## src/rtl/pico_music_pkg.sv

```systemverilog
// Shared definitions for the tone generator family: sequencer state
// encoding and the period threshold below which a note is a rest.
package pico_music_pkg;

   typedef enum logic [1:0] {
      ST_IDLE = 2'd0,
      ST_LOAD = 2'd1,
      ST_PLAY = 2'd2,
      ST_GAP  = 2'd3
   } tone_state_e;

   // Any period shorter than this cannot form a square wave and is silent.
   localparam logic [31:0] REST_PERIOD_MIN = 32'd2;

   function automatic logic is_rest(input logic [31:0] period);
      return (period < REST_PERIOD_MIN);
   endfunction

endpackage

```

## src/rtl/pico_tone_gen_if.sv

```systemverilog
// Note request channel: a producer offers one note (ROM index plus
// duration in ms) and the tone generator signals when it can take it.
interface pico_tone_gen_if;
   logic        note_valid;
   logic [3:0]  note_idx;
   logic [15:0] dur_ms;
   logic        note_ready;

   modport master (
      output note_valid,
      output note_idx,
      output dur_ms,
      input  note_ready
   );

   modport slave (
      input  note_valid,
      input  note_idx,
      input  dur_ms,
      output note_ready
   );
endinterface

```

## src/rtl/pico_ms_timer.sv

```systemverilog
// Millisecond timebase: a prescaler counting 0..CLK_PER_MS-1 feeding a
// 16-bit ms counter. ms_tick marks the last clock of each millisecond so
// a caller can end an interval exactly on a ms boundary.
module pico_ms_timer #(
   parameter int unsigned CLK_PER_MS = 50000
) (
   input  logic        clk,
   input  logic        reset,
   input  logic        clr,
   input  logic        en,
   output logic [15:0] ms_count,
   output logic        ms_tick
);

   localparam int unsigned   PW       = (CLK_PER_MS > 32'd1) ? $clog2(CLK_PER_MS) : 32'd1;
   localparam logic [PW-1:0] PRE_LAST = PW'(CLK_PER_MS - 32'd1);

   logic [PW-1:0] pre_q, pre_d;
   logic [15:0]   ms_q, ms_d;

   // Next-state for prescaler and ms counter; clear wins over counting.
   always_comb begin
      pre_d = pre_q;
      ms_d  = ms_q;
      if (clr) begin
         pre_d = '0;
         ms_d  = 16'd0;
      end else if (en) begin
         if (pre_q == PRE_LAST) begin
            pre_d = '0;
            ms_d  = ms_q + 16'd1;
         end else begin
            pre_d = pre_q + PW'(1);
         end
      end else begin
         pre_d = pre_q;
         ms_d  = ms_q;
      end
   end

   // Counter registers with synchronous reset.
   always_ff @(posedge clk) begin
      if (reset) begin
         pre_q <= '0;
         ms_q  <= 16'd0;
      end else begin
         pre_q <= pre_d;
         ms_q  <= ms_d;
      end
   end

   assign ms_count = ms_q;
   assign ms_tick  = en && (pre_q == PRE_LAST);

endmodule

```

## src/rtl/pico_tone_gen.sv

```systemverilog
// Square-wave note player. Accepts one note at a time, looks up its full
// period in an external combinational ROM, plays it for dur_ms ms and
// pulses done at the end. Periods below 2 clocks are rests (silence).
// Optional feature macro PICO_TONE_GAP_EN: insert a silent GAP_MS gap
// after every note before the next one can be accepted.
module pico_tone_gen
   import pico_music_pkg::*;
#(
   parameter int unsigned CLK_PER_MS = 50000,
   parameter int unsigned GAP_MS     = 20
) (
   input  logic           clk,
   input  logic           reset,
   pico_tone_gen_if.slave note,
   output logic [3:0]     rom_addr,
   input  logic [31:0]    rom_data,
   output logic           tone_out,
   output logic           busy,
   output logic           done
);

   tone_state_e state_q;
   logic        note_ready_q;
   logic        tone_q;
   logic        done_q;
   logic        busy_q;
   logic [3:0]  rom_addr_q;
   logic [15:0] dur_q;
   logic [31:0] half_q;
   logic [31:0] tcnt_q;
   logic        rest_q;

   logic        tmr_clr_s;
   logic        tmr_en_s;
   logic        ms_tick_s;
   logic [15:0] ms_count_s;
   logic        play_end_s;
   logic        end_note_s;

   pico_ms_timer #(
      .CLK_PER_MS (CLK_PER_MS)
   ) u_timer (
      .clk      (clk),
      .reset    (reset),
      .clr      (tmr_clr_s),
      .en       (tmr_en_s),
      .ms_count (ms_count_s),
      .ms_tick  (ms_tick_s)
   );

`ifdef PICO_TONE_GAP_EN
   logic gap_end_s;
   assign gap_end_s = (GAP_MS == 32'd0) ||
                      (ms_tick_s && (ms_count_s == 16'(GAP_MS - 32'd1)));
`else
   logic unused_gap_s;
   assign unused_gap_s = (GAP_MS == 32'd0);
`endif

   // End-of-note detection and timer control; the timer restarts at the
   // start of PLAY and again at the start of the gap.
   always_comb begin
      if (state_q == ST_PLAY) begin
         play_end_s = ms_tick_s && (ms_count_s == (dur_q - 16'd1));
      end else begin
         play_end_s = 1'b0;
      end
      end_note_s = ((state_q == ST_LOAD) && (dur_q == 16'd0)) || play_end_s;
      tmr_en_s   = (state_q == ST_PLAY) || (state_q == ST_GAP);
      tmr_clr_s  = (state_q == ST_LOAD) || end_note_s;
   end

   // Sequencer FSM with all outputs registered.
   always_ff @(posedge clk) begin
      if (reset) begin
         state_q      <= ST_IDLE;
         note_ready_q <= 1'b1;
         tone_q       <= 1'b0;
         done_q       <= 1'b0;
         busy_q       <= 1'b0;
         rom_addr_q   <= 4'd0;
         dur_q        <= 16'd0;
         half_q       <= 32'd0;
         tcnt_q       <= 32'd0;
         rest_q       <= 1'b0;
      end else if (end_note_s) begin
         done_q <= 1'b1;
         tone_q <= 1'b0;
         tcnt_q <= 32'd0;
`ifdef PICO_TONE_GAP_EN
         state_q      <= ST_GAP;
         note_ready_q <= 1'b0;
         busy_q       <= 1'b1;
`else
         state_q      <= ST_IDLE;
         note_ready_q <= 1'b1;
         busy_q       <= 1'b0;
`endif
      end else begin
         done_q <= 1'b0;
         case (state_q)
            ST_IDLE: begin
               tone_q <= 1'b0;
               if (note.note_valid && note_ready_q) begin
                  rom_addr_q   <= note.note_idx;
                  dur_q        <= note.dur_ms;
                  state_q      <= ST_LOAD;
                  note_ready_q <= 1'b0;
                  busy_q       <= 1'b1;
               end else begin
                  note_ready_q <= 1'b1;
                  busy_q       <= 1'b0;
               end
            end
            ST_LOAD: begin
               // dur_ms == 0 never gets here: it ends the note above.
               half_q  <= {1'b0, rom_data[31:1]};
               rest_q  <= is_rest(rom_data);
               tcnt_q  <= 32'd0;
               tone_q  <= ~is_rest(rom_data);
               state_q <= ST_PLAY;
            end
            ST_PLAY: begin
               if (rest_q) begin
                  tone_q <= 1'b0;
               end else if (tcnt_q == (half_q - 32'd1)) begin
                  tone_q <= ~tone_q;
                  tcnt_q <= 32'd0;
               end else begin
                  tcnt_q <= tcnt_q + 32'd1;
               end
            end
            ST_GAP: begin
               tone_q <= 1'b0;
`ifdef PICO_TONE_GAP_EN
               if (gap_end_s) begin
                  state_q      <= ST_IDLE;
                  note_ready_q <= 1'b1;
                  busy_q       <= 1'b0;
               end else begin
                  state_q <= ST_GAP;
               end
`else
               state_q      <= ST_IDLE;
               note_ready_q <= 1'b1;
               busy_q       <= 1'b0;
`endif
            end
            default: begin
               state_q      <= ST_IDLE;
               note_ready_q <= 1'b1;
               busy_q       <= 1'b0;
               tone_q       <= 1'b0;
            end
         endcase
      end
   end

   assign note.note_ready = note_ready_q;
   assign rom_addr        = rom_addr_q;
   assign tone_out        = tone_q;
   assign busy            = busy_q;
   assign done            = done_q;

endmodule

```

## src/flat_wrapper.sv

```systemverilog
// flat-port wrapper written by rule: the top's interface ports become plain ports
module pico_tone_gen_flat import pico_music_pkg::*;
#(
   parameter int unsigned CLK_PER_MS = 50000,
   parameter int unsigned GAP_MS     = 20
)
  (clk, reset, rom_addr, rom_data, tone_out, busy, done, note_note_valid, note_note_idx, note_dur_ms, note_note_ready);
  pico_tone_gen_if note_i ();
  input  logic clk;
  input  logic reset;
  output logic [3:0] rom_addr;
  input  logic [31:0] rom_data;
  output logic tone_out;
  output logic busy;
  output logic done;
  input wire logic [$bits(note_i.note_valid)-1:0] note_note_valid;
  input wire logic [$bits(note_i.note_idx)-1:0] note_note_idx;
  input wire logic [$bits(note_i.dur_ms)-1:0] note_dur_ms;
  output wire logic [$bits(note_i.note_ready)-1:0] note_note_ready;
  assign note_i.note_valid = note_note_valid;
  assign note_i.note_idx = note_note_idx;
  assign note_i.dur_ms = note_dur_ms;
  assign note_note_ready = note_i.note_ready;
  pico_tone_gen #(.CLK_PER_MS(CLK_PER_MS), .GAP_MS(GAP_MS)) u_core (.clk(clk), .reset(reset), .note(note_i), .rom_addr(rom_addr), .rom_data(rom_data), .tone_out(tone_out), .busy(busy), .done(done));
endmodule
```

## config.mk

```make
export PLATFORM = sky130hd
export DESIGN_NAME = pico_tone_gen_flat
export DESIGN_NICKNAME = d
export VERILOG_FILES = /design/src/rtl/pico_music_pkg.sv /design/src/rtl/pico_tone_gen_if.sv /design/src/rtl/pico_ms_timer.sv /design/src/rtl/pico_tone_gen.sv /design/src/flat_wrapper.sv
export SDC_FILE = /design/constraint.sdc
export NUM_CORES = 1
export LEC_CHECK = 0
export ABC_AREA = 1
export BUFFER_PORTS_ARGS = -buffer_cell sky130_fd_sc_hd__buf_2
export CAP_MARGIN = 20
export CELL_PAD_IN_SITES_DETAIL_PLACEMENT = 0
export CELL_PAD_IN_SITES_GLOBAL_PLACEMENT = 1
export CORE_MARGIN = 8
export CORE_UTILIZATION = 39
export DETAILED_ROUTE_END_ITERATION = 16
export PLACE_DENSITY = 0.83
export SKIP_CTS_REPAIR_TIMING = 1
export SKIP_LAST_GASP = 1
export SLEW_MARGIN = 20
export SYNTH_ARGS = -nofsm -noshare
export SYNTH_HDL_FRONTEND = slang
export SYNTH_SLANG_ARGS = --single-unit
```

## constraint.sdc

```tcl
create_clock -name clk -period 2 [get_ports clk]
set_input_delay 0.1 -clock clk [delete_from_list [all_inputs] [get_ports clk]]
set_output_delay 0.1 -clock clk [all_outputs]
set_load 0.1 [all_outputs]
```

==> results.yml <==
drt:
  ant_nets: 0
  wl_per_cell_um: 15.1
  vias: 9381
  dr.pass1.iters: 5
  drc: 0
  via_per_inst: 4.84
  finalWirelength_um: 29300
  drt_iter0_drc: 434
global_route:
  grt_max_degree: 34
  grt-ovfl-total: 0
  grt_pass1_wl_um: 41100
  grt_pass1_vias: 8802
  grtUsageTotal_pct: 19.2
  antenna_found_initial: 0
sta:
  post-route-min-period_ns: 2.52
  rsz0062_at_grt: "yes"
  finalClockSkew_ns: 0.00823
  drv_slew: 0
  tightest_slew_ns: 0.534
  finalSetupViolCount: 121
  max_freq_mhz: 398
  hold_ws_ns: -0.00835
  fin_crit_sh_pct: 126
  max_slew_margin_pct: 64.7
  hold_violations: 3
  fin_ws_ns: -0.515
die:
  rows: 53
  start_util_pct: 39.9
  die_h_um: 163
  core_area_um2: 21100
  io_pins: 63
  die_area_um2: 26500
  fp.dieW_um: 163
pwr:
  clkPwrFrac_pct: 18.1
  cell_internal_pwr_mw: 9.99
  p_sw_share_pct: 45.6
  comb_power_share_pct: 63.6
  p_leak_nw: 5.99
  p_per_area_nw_per_um2: 1410
  p_seq_share_pct: 18.4
  vdd_drop_max_v: 0.000862
  p_sw_mw: 8.37
logic_synthesis:
  syn-num-nets: 1388
  synth_seq_area_share_pct: 29.0
  yosys.area.top_type: "dfxtp_1"
  synth_top_cell_area_share_pct: 29.0
  synth_area_um2: 8410
  ys_types: 40
  postSynthAreaPerCell_um2: 6.36
  synthTopCellsByArea: "dfxtp_1 29%, nand2_1 16%, nor2_1 10%, inv_1 8.4%, xor2_1 6.2%"
  synth-seq-cells: 122
  yosys_warnings: 0
  synthCells: 1323
critical_path:
  cpMostUsedCell: "nand2_1"
  crit_chain: "inv_4 -> ha_4 -> nand2_1 -> nor2_2 -> nand3_2 -> o21ai_1 -> nand2_1 -> nand2_1 -> nand4_1 -> nor2_2 -> nand4_1 -> nand3_4 -> clkbuf_16 -> nor2_4"
  arrival_ns: 2.83
  cp_data_required_time_ns: 2.31
  critPathMaxFanout: 6
  timing_worst_setup_path_type: "reg -> reg"
  crit_family: "simple AND/OR/NAND/NOR gates"
  crit_path_end_kind: "flip-flop"
  reg2reg_from: "u_core.half_q[0]"
  startpoint_type: "flip-flop"
  path_buf_inv: 2
  rr_endpoint: "u_core.tcnt_q[17]"
  ff2ff_setup_slack_ns: -0.52
  max_stage_delay_ns: 0.34
  cp.depth: 14
  crit_slowest_cell: "dfxtp_2"
  reg2reg_depth: 14
placed_design:
  placed_cell_area_um2: 10600
  pre_cts_ws_ns: -0.477
  dp.final_hpwl_um: 20200
  post-place-cells: 1835
  portBuffers: 61
  gp_congestion: 0.870
cts:
  clockBufferDepth: 2
  cts_buffers: 17
  cts_root_buffer: "clkbuf_16"
  clk_pin_slew_worst_paths_ns: 0.06
  cts_tree: "done"
  clk_latency_ns: 0.42
  htreeDepth: 4
  clkSinkCount: 122
final_layout:
  fin_area_um2: 13000
  final_common_cell: "nand2_1"
  nets: 1714
  final_cell_mix: "271 x nand2_1, 209 x buf_4, 175 x nor2_1, 162 x inv_1, 108 x dfxtp_1"
  synthToLayoutAreaGrowth_pct: 55.0
  fill_cells: 1866
  seq_area_um2: 2470
  finalCoreUtilization_pct: 61.8
  multi_input_comb_area_um2: 5990
  diodes: 0
  drive_gt1_share_pct: 38.3
  final-instance-count-excl-fill: 1937
worst_hold_path:
  holdCritPathClass: "in -> reg"
  hp-start: "note_dur_ms[8]"
  whs_path_depth: 5
  min_to: "u_core.dur_q[8]"
job:
  maxCapViolations: 0
outcome:
  violations: "negative hold slack, negative setup slack"
  status: "finished, violations left"
==> cell type report <==
cell class | instances | share of cell area [%]
repair buffers | 336 | 21.8
multi-input cells | 972 | 45.9
well taps | 275 | 2.64
inverters | 200 | 5.89
clock buffers | 18 | 3.37
clock inverters | 14 | 1.50
flip-flops and latches | 122 | 18.9
==> power by group through the flow <==
stage / Sequential [mW] / Clock, mW / Combinational, mW
6_report: 3.37 / 3.32 / 11.7
5_1_grt: 3.41 / 3.51 / 12.7
4_1_cts: 3.27 / 3.38 / 9.00
3_5_place_dp: 3.32 / 0 / 8.93
3_3_place_gp: 3.31 / 0 / 8.86
2_1_floorplan: 3.65 / 0 / 5.30
==> kinds of logic after synthesis <==
family | after synthesis | synth area share (%)
mux | 1 | 0.119
buf+inv | 230 | 11.4
fa+ha+maj | 10 | 1.49
simple gates | 833 | 46.2
flops | 122 | 29.0
xor+xnor | 84 | 8.91
compound gates | 43 | 2.84
==> sequential cells by signal, indices dropped and copies added (netlist names) <==
register	count
u_core.half_q	31
u_core.state_q	2
u_core.tcnt_q	32
u_core.rom_addr	4
u_core.busy	1
u_core.tone_out	1
u_core.done	1
u_core.dur_q	16
u_core.note.note_ready	1
u_core.u_timer.ms_count	16
u_core.u_timer.pre_q	16
u_core.rest_q	1
==> cell usage after synthesis <==
library cell,n
clkinv_1,4
nor3_2,1
or2_2,1
o21ai_1,4
buf_12,3
nand3_4,3
xor2_1,60
nand3b_1,5
clkbuf_1,10
nand2_2,6
nor2_8,2
nor2_1,228
nand2_4,3
nor2_4,36
buf_2,7
buf_4,9
and3_1,1
o21a_1,1
inv_2,8
nor4_1,13
o22ai_1,2
inv_1,188
ha_1,10
a21o_1,1
a21oi_1,19
nand4_1,53
o21bai_1,5
o21ai_2,1
nand3_2,2
o21ai_0,10
nand3_1,77
clkbuf_2,1
dfxtp_1,122
xnor3_1,1
mux2i_1,1
nor3_1,30
nand2_1,356
nor2_2,15
or2_0,1
xnor2_1,23
==> per-layer routing <==
metal  GRT usage, %  share of wire (%)
met5              0                  0
met4           11.0                4.5
met3           3.39                3.4
met2           33.9                 51
met1           21.4                 41
==> worst max-delay path by stage <==
stage,start,endpoint
after floorplan,u_core.state_q[0],u_core.tcnt_q[12]
after global placement,u_core.half_q[0],u_core.tcnt_q[12]
after detailed placement,u_core.half_q[0],u_core.tcnt_q[0]
after CTS,u_core.half_q[0],u_core.tcnt_q[1]
after global routing,u_core.half_q[0],u_core.tcnt_q[17]
final,u_core.half_q[0],u_core.tcnt_q[17]
==> worst register-to-register path: cells and delay by family, from the launching register on <==
kind | cells | cell delay, ns
flip-flops | 1 | 0.34
adder cells (fa/ha/maj) | 1 | 0.18
AO/OA/AOI/OAI | 1 | 0.20
AND/OR/NAND/NOR | 10 | 1.37
buffers and inverters | 2 | 0.31
==> per-stage QoR <==
stage	TNS [ns]	hold slack (ns)	power (mW)
after global placement	-24.59	0.341	12.2
final	-41.27	-0.00835	18.4
after global routing	-56.14	0.0214	19.6
after floorplan	-0.00637	0.169	8.95
after CTS	-30.84	-0.100	15.7
after detailed placement	-28.55	0.346	12.3
Note: power is estimated with default switching activity, not from simulation.
